===== config.mk =====
export PLATFORM = sky130hd
export DESIGN_NAME = mem_ss_csr_dfh_bridge
export DESIGN_NICKNAME = d
export VERILOG_FILES = /design/src/rtl/mem_ss_csr_dfh_bridge.sv
export SDC_FILE = /design/constraint.sdc
export NUM_CORES = 1
export LEC_CHECK = 0
export ABC_AREA = 1
export CAP_MARGIN = 20
export CORE_MARGIN = 8
export CORE_UTILIZATION = 45
export DETAILED_ROUTE_END_ITERATION = 8
export PLACE_DENSITY = 0.74
export SKIP_CTS_REPAIR_TIMING = 1
export SYNTH_ARGS = -nofsm -noshare
export SYNTH_HDL_FRONTEND = slang
export SYNTH_SLANG_ARGS = --single-unit

===== constraint.sdc =====
create_clock -name clk -period 3.35 [get_ports clk]
set_input_delay 0.8375 -clock clk [delete_from_list [all_inputs] [get_ports clk]]
set_output_delay 0.8375 -clock clk [all_outputs]
set_load 0.005 [all_outputs]

===== src/rtl/mem_ss_csr_dfh_bridge.sv =====
// EMIF DFH feature CSRs (DFH, STATUS, CAPABILITY, SCRATCH) on an AXI4-Lite
// slave. The 0x800-0xFFF window is forwarded as 32-bit AVMM accesses.
// Ports: s_aw*/s_w*/s_b*/s_ar*/s_r* AXI-Lite slave (12-bit addr, 64-bit data),
//   cal_success/cal_fail async calibration levels, memss_* AVMM master.
module mem_ss_csr_dfh_bridge #(
   parameter int unsigned NUM_CH          = 4,
   parameter logic [3:0]  FEAT_VER        = 4'h1,
   parameter logic [23:0] NEXT_DFH_OFFSET = 24'h1000,
   parameter logic        END_OF_LIST     = 1'b0,
   parameter int unsigned TIMEOUT_CYC     = 256,
   parameter int unsigned SYNC_STAGES     = 2
) (
   input  logic              clk,
   input  logic              rst_n,
   input  logic              s_awvalid,
   output logic              s_awready,
   input  logic [11:0]       s_awaddr,
   input  logic              s_wvalid,
   output logic              s_wready,
   input  logic [63:0]       s_wdata,
   input  logic [7:0]        s_wstrb,
   output logic              s_bvalid,
   input  logic              s_bready,
   output logic [1:0]        s_bresp,
   input  logic              s_arvalid,
   output logic              s_arready,
   input  logic [11:0]       s_araddr,
   output logic              s_rvalid,
   input  logic              s_rready,
   output logic [63:0]       s_rdata,
   output logic [1:0]        s_rresp,
   input  logic [NUM_CH-1:0] cal_success,
   input  logic [NUM_CH-1:0] cal_fail,
   output logic [10:0]       memss_address,
   output logic              memss_read,
   output logic              memss_write,
   output logic [31:0]       memss_writedata,
   output logic [3:0]        memss_byteenable,
   input  logic              memss_waitrequest,
   input  logic [31:0]       memss_readdata,
   input  logic              memss_readdatavalid
);

   typedef enum logic [2:0] {
      IDLE, LRESP, WR_MEM, RD_MEM, RD_WAIT, BRESP, RRESP
   } state_e;

   localparam int CNT_W = $clog2(TIMEOUT_CYC + 1);
   localparam logic [1:0] OKAY = 2'b00;
   localparam logic [1:0] SLVERR = 2'b10;
   localparam logic [63:0] ERR_DATA = 64'hDEADBEEF_DEADBEEF;

   state_e state_q, state_d;
   logic [CNT_W-1:0] cnt_q, cnt_d;
   logic [63:0] scratch_q, scratch_d;
   logic [63:0] rdata_q, rdata_d;
   logic [1:0] resp_q, resp_d;
   logic wr_q, wr_d;
   logic [10:0] addr_q, addr_d;
   logic [31:0] wdata_q, wdata_d;
   logic [3:0] be_q, be_d;
   logic [SYNC_STAGES-1:0][2*NUM_CH-1:0] sync_q, sync_d;

   logic [63:0] dfh, status, cap, lrd;
   logic tmo;

   assign dfh = {4'h3, 8'h0, 4'h0, 7'h0, END_OF_LIST,
                 NEXT_DFH_OFFSET, FEAT_VER, 12'h009};

   // Synchroniser word: {fail, success}; last stage feeds STATUS.
   always_comb begin
      sync_d = sync_q;
      sync_d[0] = {cal_fail, cal_success};
      for (int i = 1; i < SYNC_STAGES; i++) sync_d[i] = sync_q[i-1];
   end

   always_comb begin
      status = '0;
      status[NUM_CH-1:0] = sync_q[SYNC_STAGES-1][NUM_CH-1:0];
      status[16 +: NUM_CH] = sync_q[SYNC_STAGES-1][2*NUM_CH-1:NUM_CH];
      cap = '0;
      cap[NUM_CH-1:0] = '1;
      case (s_araddr[11:3])
         9'd0:    lrd = dfh;
         9'd1:    lrd = status;
         9'd2:    lrd = cap;
         9'd3:    lrd = scratch_q;
         default: lrd = '0;
      endcase
   end

   // >= so an accept on the final count still times out in RD_WAIT.
   assign tmo = (cnt_q >= CNT_W'(TIMEOUT_CYC - 1));

   always_comb begin
      state_d = state_q;
      cnt_d = cnt_q;
      scratch_d = scratch_q;
      rdata_d = rdata_q;
      resp_d = resp_q;
      wr_d = wr_q;
      addr_d = addr_q;
      wdata_d = wdata_q;
      be_d = be_q;
      s_awready = 1'b0;
      s_wready = 1'b0;
      s_arready = 1'b0;
      s_bvalid = 1'b0;
      s_rvalid = 1'b0;
      memss_read = 1'b0;
      memss_write = 1'b0;
      unique case (state_q)
         IDLE: begin
            if (s_awvalid && s_wvalid) begin
               s_awready = 1'b1;
               s_wready = 1'b1;
               wr_d = 1'b1;
               resp_d = OKAY;
               addr_d = s_awaddr[10:0];
               wdata_d = s_awaddr[2] ? s_wdata[63:32] : s_wdata[31:0];
               be_d = s_awaddr[2] ? s_wstrb[7:4] : s_wstrb[3:0];
               if (s_awaddr[11]) begin
                  state_d = WR_MEM;
                  cnt_d = '0;
               end else begin
                  state_d = LRESP;
                  if (s_awaddr[11:3] == 9'd3) begin
                     for (int b = 0; b < 8; b++)
                        if (s_wstrb[b]) scratch_d[8*b +: 8] = s_wdata[8*b +: 8];
                  end
               end
            end else if (s_arvalid) begin
               s_arready = 1'b1;
               wr_d = 1'b0;
               resp_d = OKAY;
               addr_d = s_araddr[10:0];
               if (s_araddr[11]) begin
                  state_d = RD_MEM;
                  cnt_d = '0;
               end else begin
                  state_d = LRESP;
                  rdata_d = lrd;
               end
            end
         end
         LRESP: begin
            s_bvalid = wr_q;
            s_rvalid = !wr_q;
            if (wr_q ? s_bready : s_rready) state_d = IDLE;
         end
         WR_MEM: begin
            memss_write = 1'b1;
            if (!memss_waitrequest) begin
               state_d = BRESP;
            end else if (tmo) begin
               state_d = BRESP;
               resp_d = SLVERR;
            end else begin
               cnt_d = cnt_q + 1'b1;
            end
         end
         RD_MEM: begin
            memss_read = 1'b1;
            if (!memss_waitrequest) begin
               state_d = RD_WAIT;
               cnt_d = cnt_q + 1'b1;
            end else if (tmo) begin
               state_d = RRESP;
               resp_d = SLVERR;
               rdata_d = ERR_DATA;
            end else begin
               cnt_d = cnt_q + 1'b1;
            end
         end
         RD_WAIT: begin
            if (memss_readdatavalid) begin
               state_d = RRESP;
               rdata_d = {2{memss_readdata}};
            end else if (tmo) begin
               state_d = RRESP;
               resp_d = SLVERR;
               rdata_d = ERR_DATA;
            end else begin
               cnt_d = cnt_q + 1'b1;
            end
         end
         BRESP: begin
            s_bvalid = 1'b1;
            if (s_bready) state_d = IDLE;
         end
         RRESP: begin
            s_rvalid = 1'b1;
            if (s_rready) state_d = IDLE;
         end
         default: state_d = IDLE;
      endcase
   end

   always_ff @(posedge clk or negedge rst_n) begin
      if (!rst_n) begin
         state_q <= IDLE;
         cnt_q <= '0;
         scratch_q <= '0;
         rdata_q <= '0;
         resp_q <= '0;
         wr_q <= 1'b0;
         addr_q <= '0;
         wdata_q <= '0;
         be_q <= '0;
         sync_q <= '0;
      end else begin
         state_q <= state_d;
         cnt_q <= cnt_d;
         scratch_q <= scratch_d;
         rdata_q <= rdata_d;
         resp_q <= resp_d;
         wr_q <= wr_d;
         addr_q <= addr_d;
         wdata_q <= wdata_d;
         be_q <= be_d;
         sync_q <= sync_d;
      end
   end

   assign s_bresp = resp_q;
   assign s_rresp = resp_q;
   assign s_rdata = rdata_q;
   assign memss_address = addr_q;
   assign memss_writedata = wdata_q;
   assign memss_byteenable = be_q;

endmodule


==> impl_metrics.json <==
{
  "outcome": "completed",
  "critPathMaxStageDelay_ns": 0.57,
  "worstMarginPinSlew_ns": 1.01,
  "clockBufferDepth": 3,
  "async_reset_ff_share_pct": 100,
  "grt_pass1_vias": 10100,
  "slowest_stage": "clkdlybuf4s50_1",
  "worstSkewPairLatency_ns": 0.52,
  "synth_xor_area_share_pct": 0,
  "h-tree-depth": 1,
  "dr.pass1.iters": 5,
  "synthCells": 1394,
  "grt_max_degree": 75,
  "die_y_um": 169,
  "port_buffers": 264,
  "avgSynthCellArea_um2": 7.56,
  "layout_setup_ws_ns": 0.265,
  "multi_input_area_um2": 4480,
  "die_x_um": 169,
  "numCtsBuffers": 24,
  "synth_most_common_cell": "nand2_1",
  "die_area_um2": 28600,
  "grt_overflow_total": 0,
  "io_pins": 267,
  "synth_compound_area_share_pct": 14.1,
  "drc_errors": 0,
  "post-dp-hpwl_um": 26100,
  "cp_common_cell": "clkdlybuf4s50_1",
  "cts-root-buf": "clkbuf_16",
  "yosysWarningCount": 0,
  "nets": 1784,
  "core-area_um2": 23300,
  "synth.mux.area_fraction_pct": 0,
  "tns_ns": 0,
  "synth.distinct_cells": 38,
  "synth.area.top_cells": "dfrtp_1, nand2_1, o21ai_0, nand3_1, inv_1",
  "slew-limit-headroom_pct": 32.8,
  "avgViaCountPerCell": 5.19,
  "globalRouteTotalUtil_pct": 24.6,
  "yosys.area.top_type": "dfrtp_1",
  "yosysSeqAreaShare_pct": 48.7,
  "leakage_nw": 6.87,
  "antenna_found_initial": 2,
  "power_density_nw_per_um2": 652,
  "final_util_pct": 61.5,
  "rows": 56,
  "synthAdderAreaFrac_pct": 0.237,
  "synth_top_area_share_pct": 48.7,
  "nFillCells": 2062,
  "cpLargestDelayFamily": "buffers and inverters",
  "synthSimpleGateAreaFrac_pct": 28.1,
  "synth-main-ff-cell": "dfrtp_1",
  "hold_viol": 0,
  "ff_latch_area_um2": 5130,
  "synth-seq-cells": 205,
  "finalSetupViolCount": 0,
  "wl_per_cell_um": 17.9,
  "grt_pass1_wl_um": 55900,
  "critPathMaxFanout": 3,
  "ant_nets": 0,
  "path_class": "in2out",
  "dp_slack_ns": 0.231,
  "worstRegToRegCells": 15,
  "fmax_ghz": 0.324,
  "clk_pin_slew_ns": 0.07,
  "area_delta_synth_final_pct": 35.7,
  "cp-end-kind": "output port",
  "rsz0062_at_grt": "false",
  "synth.cells.most_frequent": "nand2_1, dfrtp_1, o21ai_0",
  "worstPathRequired_ns": 2.51,
  "wl_um": 35400,
  "gp_congestion": 0.870,
  "cts_tree": "yes",
  "ir_drop_mv": 0.366,
  "cp.arrival_ns": 2.25,
  "period_minus_slack_ns": 3.08,
  "synth_edf_count": 0,
  "synth_area_um2": 10500,
  "start_kind": "input port",
  "hp-class": "in2async",
  "drt_first_iter_violations": 845,
  "clock_sinks": 205,
  "maxCapViolations": 0,
  "initial_core_util_pct": 45.3,
  "fin_skew_ns": 0.00986,
  "post-route-period-util_pct": 92.1,
  "slew_viol_final": 0,
  "cp_num_buf_inv": 2,
  "synth_top_family_by_area": "simple AND/OR/NAND/NOR gates",
  "crit_cells": 4,
  "layout-drive-gt1-share_pct": 6.05,
  "cp_cell_sequence": "clkdlybuf4s50_1 -> nand2_2 -> nor2_2 -> clkdlybuf4s50_1",
  "num_vias": 10300
}
-- cell type report --
type / count / area share [%]
multi-input combinational: 963 / 31.3
clock buffer: 34 / 4.89
inverter: 157 / 4.14
tap: 319 / 2.79
clock inverter: 9 / 0.778
antenna: 2 / 0.0350
timing repair buffer: 286 / 20.2
sequential: 205 / 35.8
-- power by group --
| part | switching (mW) | total, mW | internal, mW |
|---|---|---|---|
| clock | 1.06 | 2.67 | 1.61 |
| sequential | 0.292 | 3.20 | 2.91 |
| combinational | 1.92 | 3.46 | 1.54 |
| total | 3.27 | 9.33 | 6.06 |
-- placed cells by master, fill, tap and decap left out, types with 4 or more instances in the layout --
cell type	n
nor2_2	4
nand4_4	6
dfrtp_1	205
nor2_1	116
a31oi_1	10
nand4_1	6
clkdlybuf4s50_1	262
nand3b_1	4
clkbuf_8	5
inv_1	149
clkbuf_16	25
o211ai_1	12
buf_12	7
o21ai_0	158
clkbuf_1	5
o21ai_1	22
nand2_2	5
buf_4	15
inv_2	6
nand2_1	414
nand3_1	112
nor2_4	6
a21oi_1	53
a21boi_0	16
-- cell families (layout without fill, tap and decap cells) --
logic type / Yosys count / in the layout
adder cells (fa/ha/maj): 2 / 2
other: 1 / 4
AND/OR/NAND/NOR: 682 / 682
AO/OA/AOI/OAI: 277 / 277
flip-flops: 205 / 205
buffers and inverters: 227 / 486
-- state kept, by name, summed over array words and instances, names as in the netlist, 4 cells and up --
name / flops
sync_d: 8
scratch_q: 64
memss_address: 11
memss_byteenable: 4
s_rdata: 64
cnt_q: 9
memss_writedata: 32
status: 8
-- layer usage --
metal  share of wire, %  vias to the layer above  global-route usage [%]  routed length, um
met2                 45                      403                    37.9              15800
met1                 44                     4833                    34.2              15500
met4                2.4                        0                    7.04                860
met5                  0                        -                       0                  0
met3                9.2                       57                    5.82               3240
li1                   -                     4967                       -                  -
-- metrics by stage --
step	hold WS [ns]	cell area (um^2)	cells	power, mW
after floorplan	0.331	10500	1395	5.03
after global placement	0.335	13500	1930	6.59
after detailed placement	0.344	13500	1930	6.67
after CTS	0.349	14300	1973	9.38
after global routing	0.352	14300	1975	9.92
final	0.328	14300	1975	9.33
-- path summary, 6_finish.rpt --
check	from	to	slack (ns)
min in group clk	sync_d[13]	status[17]	0.35
min	rst_n	memss_address[7]	0.33
max	s_awvalid	s_wready	0.27
max reg2reg	cnt_q[1]	s_rdata[56]	0.83
max in group asynchronous	rst_n	s_rdata[42]	2.20
min reg2reg	sync_d[13]	status[17]	0.35
-- worst reg2reg max path, delay by kind of cell (launching register included) --
| family | cells | cell delay, ns |
|---|---|---|
| compound gates | 1 | 0.07 |
| simple gates | 8 | 0.88 |
| fa+ha+maj | 2 | 0.42 |
| flops | 1 | 0.41 |
| buf+inv | 4 | 0.61 |
No activity file was read; power rests on OpenSTA's default activity.
